## src/rtl/melody_pkg.sv

```systemverilog
// Shared types and constants for the melody sequencer: FSM states, note half-periods at 100 MHz,
// and the default 16-slot melody table.
package melody_pkg;

  typedef enum logic [1:0] {ST_IDLE, ST_PLAY, ST_PAUSE} state_t;

  localparam int          NOTE_COUNT = 16;
  localparam logic [15:0] AMP_STEP   = 16'h0800;

  typedef logic [17:0] div_t;

  // Half-period in clk cycles for each pitch; REST silences the slot
  localparam div_t REST = 18'd0;
  localparam div_t C4   = 18'd191113;
  localparam div_t D4   = 18'd170265;
  localparam div_t E4   = 18'd151685;
  localparam div_t F4   = 18'd143172;
  localparam div_t G4   = 18'd127551;
  localparam div_t A4   = 18'd113636;
  localparam div_t B4   = 18'd101239;
  localparam div_t C5   = 18'd95557;

  // Listed slot 15 first so that slot 0 lands in the lowest index
  localparam div_t [NOTE_COUNT-1:0] MELODY_DEFAULT = {
    C5, C4, REST, D4, E4, F4, G4, B4,
    A4, A4, REST, G4, F4, E4, D4, C4
  };

  function automatic logic [15:0] amp_of(input logic [2:0] vol);
    return 16'(vol) * AMP_STEP;
  endfunction

endpackage

```

## src/rtl/melody_rom.sv

```systemverilog
// Melody lookup: 4-bit slot index to 18-bit half-period divisor (0 = rest).
// Latency: combinational. Backpressure: none.
module melody_rom
  import melody_pkg::*;
#(
  parameter div_t [NOTE_COUNT-1:0] TABLE = MELODY_DEFAULT
) (
  input  logic [3:0] idx,
  output div_t       div
);

  assign div = TABLE[idx];

endmodule

```

## src/rtl/melody_sequencer.sv

```systemverilog
// Square-wave melody player: 16 slots of BEAT_CYCLES each, samples latched on sample_req; MELODY_LOOP_EN loops playback.
// Latency: samples/sample_vld one cycle after sample_req; busy one cycle after start. Backpressure: none, serializer paces via sample_req.
module melody_sequencer
  import melody_pkg::*;
#(
  parameter int                     BEAT_CYCLES = 25_000_000,
  parameter div_t [NOTE_COUNT-1:0]  ROM_TABLE   = MELODY_DEFAULT
) (
  input  logic        clk,
  input  logic        rst,
  input  logic        start,
  input  logic        stop,
  input  logic        pause,
  input  logic [2:0]  vol,
  input  logic        sample_req,
  output logic [15:0] sample_l,
  output logic [15:0] sample_r,
  output logic        sample_vld,
  output logic [3:0]  note_idx,
  output logic        busy,
  output logic        done
);

  localparam int             BW        = 25;
  localparam logic [BW-1:0]  BEAT_LAST = BW'(BEAT_CYCLES - 1);
  localparam logic [3:0]     LAST_NOTE = 4'(NOTE_COUNT - 1);

  state_t        state, state_nxt;
  logic [BW-1:0] beat_cnt, beat_nxt;
  div_t          tone_cnt, tone_nxt;
  logic          phase, phase_nxt;
  logic [3:0]    note_nxt;
  logic          done_nxt;
  div_t          div;
  logic [15:0]   amp;
  logic [15:0]   tone;

  melody_rom #(.TABLE(ROM_TABLE)) u_rom (
    .idx (note_idx),
    .div (div)
  );

  always_comb begin
    state_nxt = state;
    beat_nxt  = beat_cnt;
    tone_nxt  = tone_cnt;
    phase_nxt = phase;
    note_nxt  = note_idx;
    done_nxt  = 1'b0;
    if (stop) begin
      state_nxt = ST_IDLE;
      beat_nxt  = '0;
      tone_nxt  = '0;
      phase_nxt = 1'b0;
      note_nxt  = '0;
    end else begin
      case (state)
        ST_IDLE: begin
          if (start) begin
            state_nxt = ST_PLAY;
            beat_nxt  = '0;
            tone_nxt  = '0;
            phase_nxt = 1'b0;
            note_nxt  = '0;
          end
        end
        ST_PLAY: begin
          if (pause) begin
            state_nxt = ST_PAUSE;
          end else if (beat_cnt == BEAT_LAST) begin
            // Slot boundary: every note starts from a clean tone phase
            beat_nxt  = '0;
            tone_nxt  = '0;
            phase_nxt = 1'b0;
            if (note_idx == LAST_NOTE) begin
              done_nxt = 1'b1;
              note_nxt = '0;
`ifndef MELODY_LOOP_EN
              state_nxt = ST_IDLE;
`endif
            end else begin
              note_nxt = note_idx + 4'd1;
            end
          end else begin
            beat_nxt = beat_cnt + BW'(1);
            if (div == '0) begin
              tone_nxt = '0;
            end else if (tone_cnt == div - 18'd1) begin
              tone_nxt  = '0;
              phase_nxt = ~phase;
            end else begin
              tone_nxt = tone_cnt + 18'd1;
            end
          end
        end
        ST_PAUSE: begin
          if (!pause) state_nxt = ST_PLAY;
        end
        default: state_nxt = ST_IDLE;
      endcase
    end
  end

  assign amp  = amp_of(vol);
  assign tone = (state == ST_PLAY && div != '0) ? (phase ? amp : -amp) : 16'h0000;
  assign busy = (state != ST_IDLE);

  always_ff @(posedge clk) begin
    if (rst) begin
      state      <= ST_IDLE;
      beat_cnt   <= '0;
      tone_cnt   <= '0;
      phase      <= 1'b0;
      note_idx   <= '0;
      done       <= 1'b0;
      sample_l   <= '0;
      sample_r   <= '0;
      sample_vld <= 1'b0;
    end else begin
      state      <= state_nxt;
      beat_cnt   <= beat_nxt;
      tone_cnt   <= tone_nxt;
      phase      <= phase_nxt;
      note_idx   <= note_nxt;
      done       <= done_nxt;
      sample_vld <= sample_req;
      // Latches the tone seen before this edge, even across a state change
      if (sample_req) begin
        sample_l <= tone;
        sample_r <= tone;
      end
    end
  end

endmodule
```

## config.mk

```make
export PLATFORM = sky130hd
export DESIGN_NAME = melody_sequencer
export DESIGN_NICKNAME = d
export VERILOG_FILES = /design/src/rtl/melody_pkg.sv /design/src/rtl/melody_rom.sv /design/src/rtl/melody_sequencer.sv
export SDC_FILE = /design/constraint.sdc
export NUM_CORES = 1
export LEC_CHECK = 0
export ABC_AREA = 1
export BUFFER_PORTS_ARGS = -buffer_cell sky130_fd_sc_hd__buf_2
export CORE_MARGIN = 3
export CORE_UTILIZATION = 35
export DETAILED_ROUTE_END_ITERATION = 8
export HOLD_SLACK_MARGIN = 0.12
export PLACE_DENSITY = 0.65
export SLEW_MARGIN = 20
export SYNTH_ARGS = -nofsm -noshare
export SYNTH_HDL_FRONTEND = slang
export SYNTH_SLANG_ARGS = --single-unit
```

## constraint.sdc

```tcl
create_clock -name clk -period 2.2 [get_ports clk]
set_input_delay 0.33 -clock clk [delete_from_list [all_inputs] [get_ports clk]]
set_output_delay 0.33 -clock clk [all_outputs]
set_load 0.1 [all_outputs]
```

==> summary.md, run 1 <==
| Metric | Value |
|---|---|
| Run status | `finished clean` |
| Share of layout cells above drive strength 1 | `0.1980` |
| Post-route insts no fill | `1,063` |
| Crit path max-delay family | `simple AND/OR/NAND/NOR gates` |
| Syn Inst Count | `825` |
| Static Leak | `0.002743 uW` |
| Cell Rows | `44` |
| Number of max-cap violations | `0` |
| Inst Count DP | `1,039` |
| Power per cell area | `602.5 nW/um2` |
| Antenna Nets Post-Route | `0` |
| CP cell instances | `nand2_1, nor2_2, inv_2, nor3_2, nand2_2, nand2_4, nand3_2, nand2_2, nand2_4, buf_4, ha_4, nand3b_1, nand2_1, nand2_2, nand2_1` |
| Routed wire per std cell | `12.49 um` |
| Yosys cell types | `47` |
| CTS tree | `yes` |
| Syn_area_per_cell | `6.470 um2` |
| DP Wirelength | `9928 um` |
| Area of placed instances | `5690 um2` |
| PnR worst setup slack | `0.09338 ns` |
| Port bufs | `25` |
| Initial Util | `0.3631` |
| Critical Path Fanout Max | `5` |
| CP bufs+invs | `2` |
| Via density | `4.835` |
| Startpoint Class | `register` |
| H-Tree Depth | `3` |
| Clk_skew | `0.009841 ns` |
| Sequential-to-total area share from yosys stat | `0.2813` |
| Post-Route WL | `13,280 um` |
| Max Root-Sink Buffers | `2` |
| Crit. End Element | `register` |
| Layout Utilization | `0.4220` |
| Async set-reset flop share out of synthesis | `0` |
| Initial DRC count | `314` |
| # clock sinks | `75` |
| Initial antenna violation count | `0` |
| Final Hold Vio Count | `0` |
| Max rail drop VDD | `0.5140 mV` |
| Core ar. | `14,700 um2` |
| Synth Cell Area | `5338 um2` |
| GRT overflow | `0` |
| Critical Path Max Stage Delay | `0.36 ns` |
| Most frequent cells in the layout | `nand2_1 (213), inv_1 (102), nor2_1 (85), dfxtp_1 (69), nand3_1 (65)` |
| First-pass GRT wire length | `21,450 um` |
| Placer Congestion | `0.8914` |
| Final #Nets | `896` |
| Vias in the first global route | `4,495` |
| Total number of vias | `5,140` |
| Commonest non-fill, non-tap cell in the layout | `nand2_1` |
| Flop2flop setup slack | `0.09 ns` |
| Dpl ws | `0.02874 ns` |
| Final Setup Violations | `0` |
| Die area | `16,770 um2` |
| WHS | `0.2084 ns` |
| Finished Cell Area | `6203 um2` |
| CP max-delay cell | `dfxtp_1` |
| Syn. warnings | `0` |
| P&R area growth vs syn | `16.22%` |
| Slew Viols, Final | `0` |
| Commonest register cell after synthesis | `dfxtp_1` |
| Req. time, crit path | `2.49 ns` |
| # diodes | `0` |
| First-pass detailed-route iteration total | `7` |
| Period utilization | `0.9576` |
| Crit path DAT | `2.40 ns` |
| Min-delay worst type | `in2reg` |
| Die height | `129.5 um` |
| #FFs+latches synth | `75` |
| Num ports | `48` |
| Kind of critical path | `reg2reg` |
| Unrepaired setup endpoints after global routing | `yes` |
| DIE WIDTH | `129.5 um` |
| Number of buffers created by CTS | `9` |
| Worst-Skew Late Latency | `0.35 ns` |
| Fmax | `0.4747 GHz` |
| Tot GR Track Use | `0.1578` |
| Clk root buf | `clkbuf_16` |
| DRC Markers | `0` |
| Largest net degree at the start of global routing | `27` |
| Post-synth EDFFs | `0` |
| Clock transition at path regs | `0.06 ns` |
| Min Clock Period, post-route | `2.107 ns` |
-- metal layers --
| metal | share of wire | up-vias | track usage |
|---|---|---|---|
| li1 | - | 2689 | - |
| met1 | 0.47 | 2297 | 0.2105 |
| met2 | 0.46 | 134 | 0.2534 |
| met3 | 0.055 | 20 | 0.04204 |
| met4 | 0.018 | 0 | 0.04279 |
| met5 | 0 | - | 0 |
-- repair_timing --
action                                  4_1_cts  5_1_grt
setup buffers                                 0        7
endpoints found under the setup margin        0       37
resized for setup                             0       34
hold buffers                                  0        0
-- through the flow --
step / TNS, ns / power (uW)
after floorplan: 0 / 2100
after global placement: 0 / 2205
after detailed placement: 0 / 2207
after CTS: 0 / 3749
after global routing: -0.4181 / 3900
final: 0 / 3738
-- synth_stat cells, types with 2 or more instances --
master    count  share of area
nand2_2      11          0.013
nand3b_1      6         0.0084
nor3_1       13          0.012
a21oi_1      37          0.035
nand4_1      17          0.020
nor3b_1       3         0.0042
nand2_1     218           0.15
nand3_4       3         0.0098
a211oi_1      3         0.0042
buf_4        27          0.038
nor3_2        4         0.0075
nand3_1      69          0.065
ha_1         13          0.030
inv_2         2         0.0014
nor2_1       89          0.063
xnor2_1       8          0.013
xor2_1       17          0.028
dfxtp_1      75           0.28
buf_6         4         0.0084
clkbuf_1      4         0.0028
inv_1       105          0.074
a32o_1        2         0.0038
or2_2         2         0.0023
a21oi_2      10          0.016
o21ai_0      21          0.020
nand3_2      13          0.024
a31oi_1       2         0.0023
nor4_1        3         0.0035
nor2_2       17          0.020
nand2_4       2         0.0042
buf_2         9         0.0084
-- cell families (layout without fill, tap and decap cells) --
group,Yosys count,in the layout,share of synthesized area
XOR/XNOR,25,25,0.04102
adder cells (fa/ha/maj),13,13,0.03047
AO/OA/AOI/OAI,83,83,0.09259
AND/OR/NAND/NOR,474,475,0.4182
other,1,22,0.0007026
buffers and inverters,154,186,0.1357
flip-flops,75,75,0.2813
-- report_power, final --
group | total (uW) | leakage (uW) | internal [uW] | switching (uW)
clock network | 1530 | 0.000150 | 916 | 615
registers | 1450 | 0.000611 | 1400 | 50.5
logic | 759 | 0.00198 | 178 | 581
total | 3740 | 0.00274 | 2490 | 1250
-- cell type report --
cell class                 instances  area (um2)
tap                              184       230.2
clock buffer                      11       242.7
timing repair buffer              61       399.1
clock inverter                     5       61.31
sequential                        75        1514
multi-input combinational        618        3343
fill                            1500        8496
inverter                         109       412.9
-- worst register-to-register path: stages, from the launching register on --
cell	delay, ns
dfxtp_1	0.36
nand2_1	0.11
nor2_2	0.12
inv_2	0.06
nor3_2	0.18
nand2_2	0.10
nand2_4	0.11
nand3_2	0.08
nand2_2	0.10
nand2_4	0.08
buf_4	0.16
ha_4	0.15
nand3b_1	0.19
nand2_1	0.12
nand2_2	0.07
nand2_1	0.06
-- registers in the layout, indices dropped and copies added, names as in the netlist --
signal	cells
sample_vld	1
sample_r	5
phase	1
tone_cnt	18
beat_cnt	25
done	1
note_idx	4
state	2
div	18
-- path summary, 6_finish.rpt --
check,cells past startpoint,from,to
max,15,beat_cnt[19]$_SDFFE_PP0P_,div[13]$_DFF_P_
min,2,rst,sample_r[14]$_SDFFE_PP0P_
max reg2reg,15,beat_cnt[19]$_SDFFE_PP0P_,div[13]$_DFF_P_
min reg2reg,2,beat_cnt[18]$_SDFFE_PP0P_,beat_cnt[18]$_SDFFE_PP0P_
No activity file was read; power rests on OpenSTA's default activity.
==> run 2: changes to the inputs <==
Settings changed: CORE_UTILIZATION 35 to 40, PLACE_DENSITY 0.65 to 0.71.
==> run 2 against run 1 <==
Register-to-register slack gained 0.02 ns. Critical endpoint is now div[3]$_DFF_P_. Clock skew shrank 0.0044 ns. Utilization grew 6.2 points. Die area shrank 12%. Via count shrank 0.12%. Flip-flop and latch count is the same. Fmax grew 1.1%. Non-clock buffer count shrank 5. Sequential power is essentially flat. First-iteration DRC count grew 1.9%. Largest cell class unchanged. Combinational power grew 2.9%. Count of clock-buffer cells in the layout grew 1.
==> summary.md, run 2 (synthesis results as in run 1) <==
| Metric | Value |
|---|---|
| Power per cell area | `593.3 nW/um2 (-1.5%)` |
| Initial DRC count | `320 (+1.9%)` |
| Max Root-Sink Buffers | `2 (unchanged)` |
| DRC Markers | `0 (unchanged)` |
| Kind of critical path | `reg2reg` |
| Share of layout cells above drive strength 1 | `0.2009 (+0.002961)` |
| Most common cell on crit path | `nand2_1` |
| Area of placed instances | `5693 um2 (about the same)` |
| Slew Viols, Final | `0 (unchanged)` |
| Clock transition at path regs | `0.06 ns (about the same)` |
| Placer Congestion | `0.9137 (+2.5%)` |
| Most frequent cells in the layout | `nand2_1 (212), inv_1 (101), nor2_1 (85), dfxtp_1 (69), nand3_1 (61)` |
| WHS | `0.1938 ns (-0.01457 ns)` |
| Vias in the first global route | `4,513 (+0.40%)` |
| First-pass detailed-route iteration total | `5 (-2)` |
| Final Hold Vio Count | `0 (unchanged)` |
| Port bufs | `25 (unchanged)` |
| Initial antenna violation count | `0 (unchanged)` |
| CTS tree | `yes` |
| Min Clock Period, post-route | `2.083 ns (-0.02340 ns)` |
| Worst Tran Pin Value | `0.6283 ns` |
| Max rail drop VDD | `0.4895 mV (-4.8%)` |
| Min-delay worst type | `in2reg` |
| CP cell instances | `ha_4, nand2_1, nor2_2, nand4_1, nor2_2, nand2_2, nand2_4, nand3_1, nand2_2, nand2_4, buf_4, ha_1, nand2_1, nand2_1, nand2_1, nand2_1` |
| Critical Path Max Stage Delay | `0.35 ns (about the same)` |
| Reg with most FFs | `beat_cnt` |
| Clk root buf | `clkbuf_16` |
| Critical Path Fanout Max | `5 (unchanged)` |
| Core ar. | `12,820 um2 (-13%)` |
| # clock sinks | `75 (unchanged)` |
| Crit. End Element | `register` |
| Fmax | `0.4800 GHz (+1.1%)` |
| Finished Cell Area | `6213 um2 (+0.16%)` |
| CP max-delay cell | `dfxtp_2` |
| Number of buffers created by CTS | `9 (unchanged)` |
| Number of max-cap violations | `0 (unchanged)` |
| Period utilization | `0.9469 (-0.01064)` |
| Via density | `4.899 (+1.3%)` |
| Total number of vias | `5,134 (-0.12%)` |
| Crit path DAT | `2.33 ns (-0.07 ns)` |
| H-Tree Depth | `3 (unchanged)` |
| First-pass GRT wire length | `21,480 um (+0.13%)` |
| Die height | `121.5 um (-6.2%)` |
| Worst-Skew Late Latency | `0.35 ns (about the same)` |
| Max FFs per register | `25 (unchanged)` |
| P&R area growth vs syn | `16.41%` |
| Run status | `finished clean` |
| Largest net degree at the start of global routing | `26 (-3.7%)` |
| Clk_skew | `0.005486 ns (-0.004355 ns)` |
| Slew headroom | `0.5796` |
| # diodes | `0 (unchanged)` |
| Num ports | `48 (unchanged)` |
| Final Setup Violations | `0 (unchanged)` |
| DP Wirelength | `9605 um (-3.2%)` |
| Static Leak | `0.002725 uW (-0.66%)` |
| Hold-fix buffers at CTS | `0 (unchanged)` |
| Die area | `14,770 um2 (-12%)` |
| Final #Nets | `893 (-0.33%)` |
| GRT overflow | `0 (unchanged)` |
| Tot GR Track Use | `0.1797 (+0.02187)` |
| Post-Route WL | `13,080 um (-1.5%)` |
| Initial Util | `0.4162 (+0.05307)` |
| Cell Rows | `41 (-6.8%)` |
| Routed wire per std cell | `12.48 um (-0.10%)` |
| Req. time, crit path | `2.44 ns (-0.05 ns)` |
| DIE WIDTH | `121.5 um (-6.2%)` |
| Antenna Nets Post-Route | `0 (unchanged)` |
| Startpoint Class | `register` |
| Commonest non-fill, non-tap cell in the layout | `nand2_1` |
run 2: cell type report:
cell class | count | area [um2]
sequential | 75 | 1514
tap | 172 | 215.2
inverter | 109 | 425.4
timing repair buffer | 56 | 377.9
clock inverter | 4 | 31.28
multi-input combinational | 620 | 3392
clock buffer | 12 | 257.7
fill | 1297 | 6611
run 2: power breakdown:
group          switching [uW]  internal, uW
registers                53.6          1400
logic                     594           187
clock network             613           842
total                    1260          2430
run 2: path summary, 6_finish.rpt:
kind / depth (start not counted) / from / slack [ns] / end
hold reg to reg: 2 / sample_r[14]$_SDFFE_PP0P_ / 0.48 / sample_r[14]$_SDFFE_PP0P_
setup / recovery: 16 / beat_cnt[0]$_SDFFE_PP0P_ / 0.12 / div[3]$_DFF_P_
setup reg to reg: 16 / beat_cnt[0]$_SDFFE_PP0P_ / 0.12 / div[3]$_DFF_P_
hold / removal: 2 / rst / 0.19 / sample_r[14]$_SDFFE_PP0P_
run 2: per-stage QoR:
step           worst slack (ns)  setup TNS (ns)  utilization  instances  power [uW]
3_3_place_gp             0.1021               0       0.4439       1028        2209
3_5_place_dp            0.05523               0       0.4439       1028        2214
2_1_floorplan           0.01840               0            -        846        2100
6_report                 0.1168               0       0.4845       1048        3686
5_1_grt                -0.03234         -0.2047       0.4845       1048        3843
4_1_cts                 0.02211               0       0.4664       1044        3664
run 2: timing repair:
item                                    in CTS  in global routing
buffers inserted                             0                  1
endpoints found under the hold margin        0                  0
endpoints found under the setup margin       0                 40
resized for setup                            0                 50
run 2: critical path, delay by kind of cell (launching register included):
kind,cells,cell delay [ns]
and+or+nand+nor,13,1.09
buffers and inverters,1,0.21
adders and majority gates,2,0.34
DFF,1,0.35
run 2: routing by layer:
layer | vias to the layer above | wire (um) | track usage
li1 | 2685 | - | -
met1 | 2314 | 6289 | 0.2501
met2 | 121 | 5925 | 0.2756
met3 | 14 | 709 | 0.04289
met4 | 0 | 155 | 0.05602
met5 | - | 0 | 0
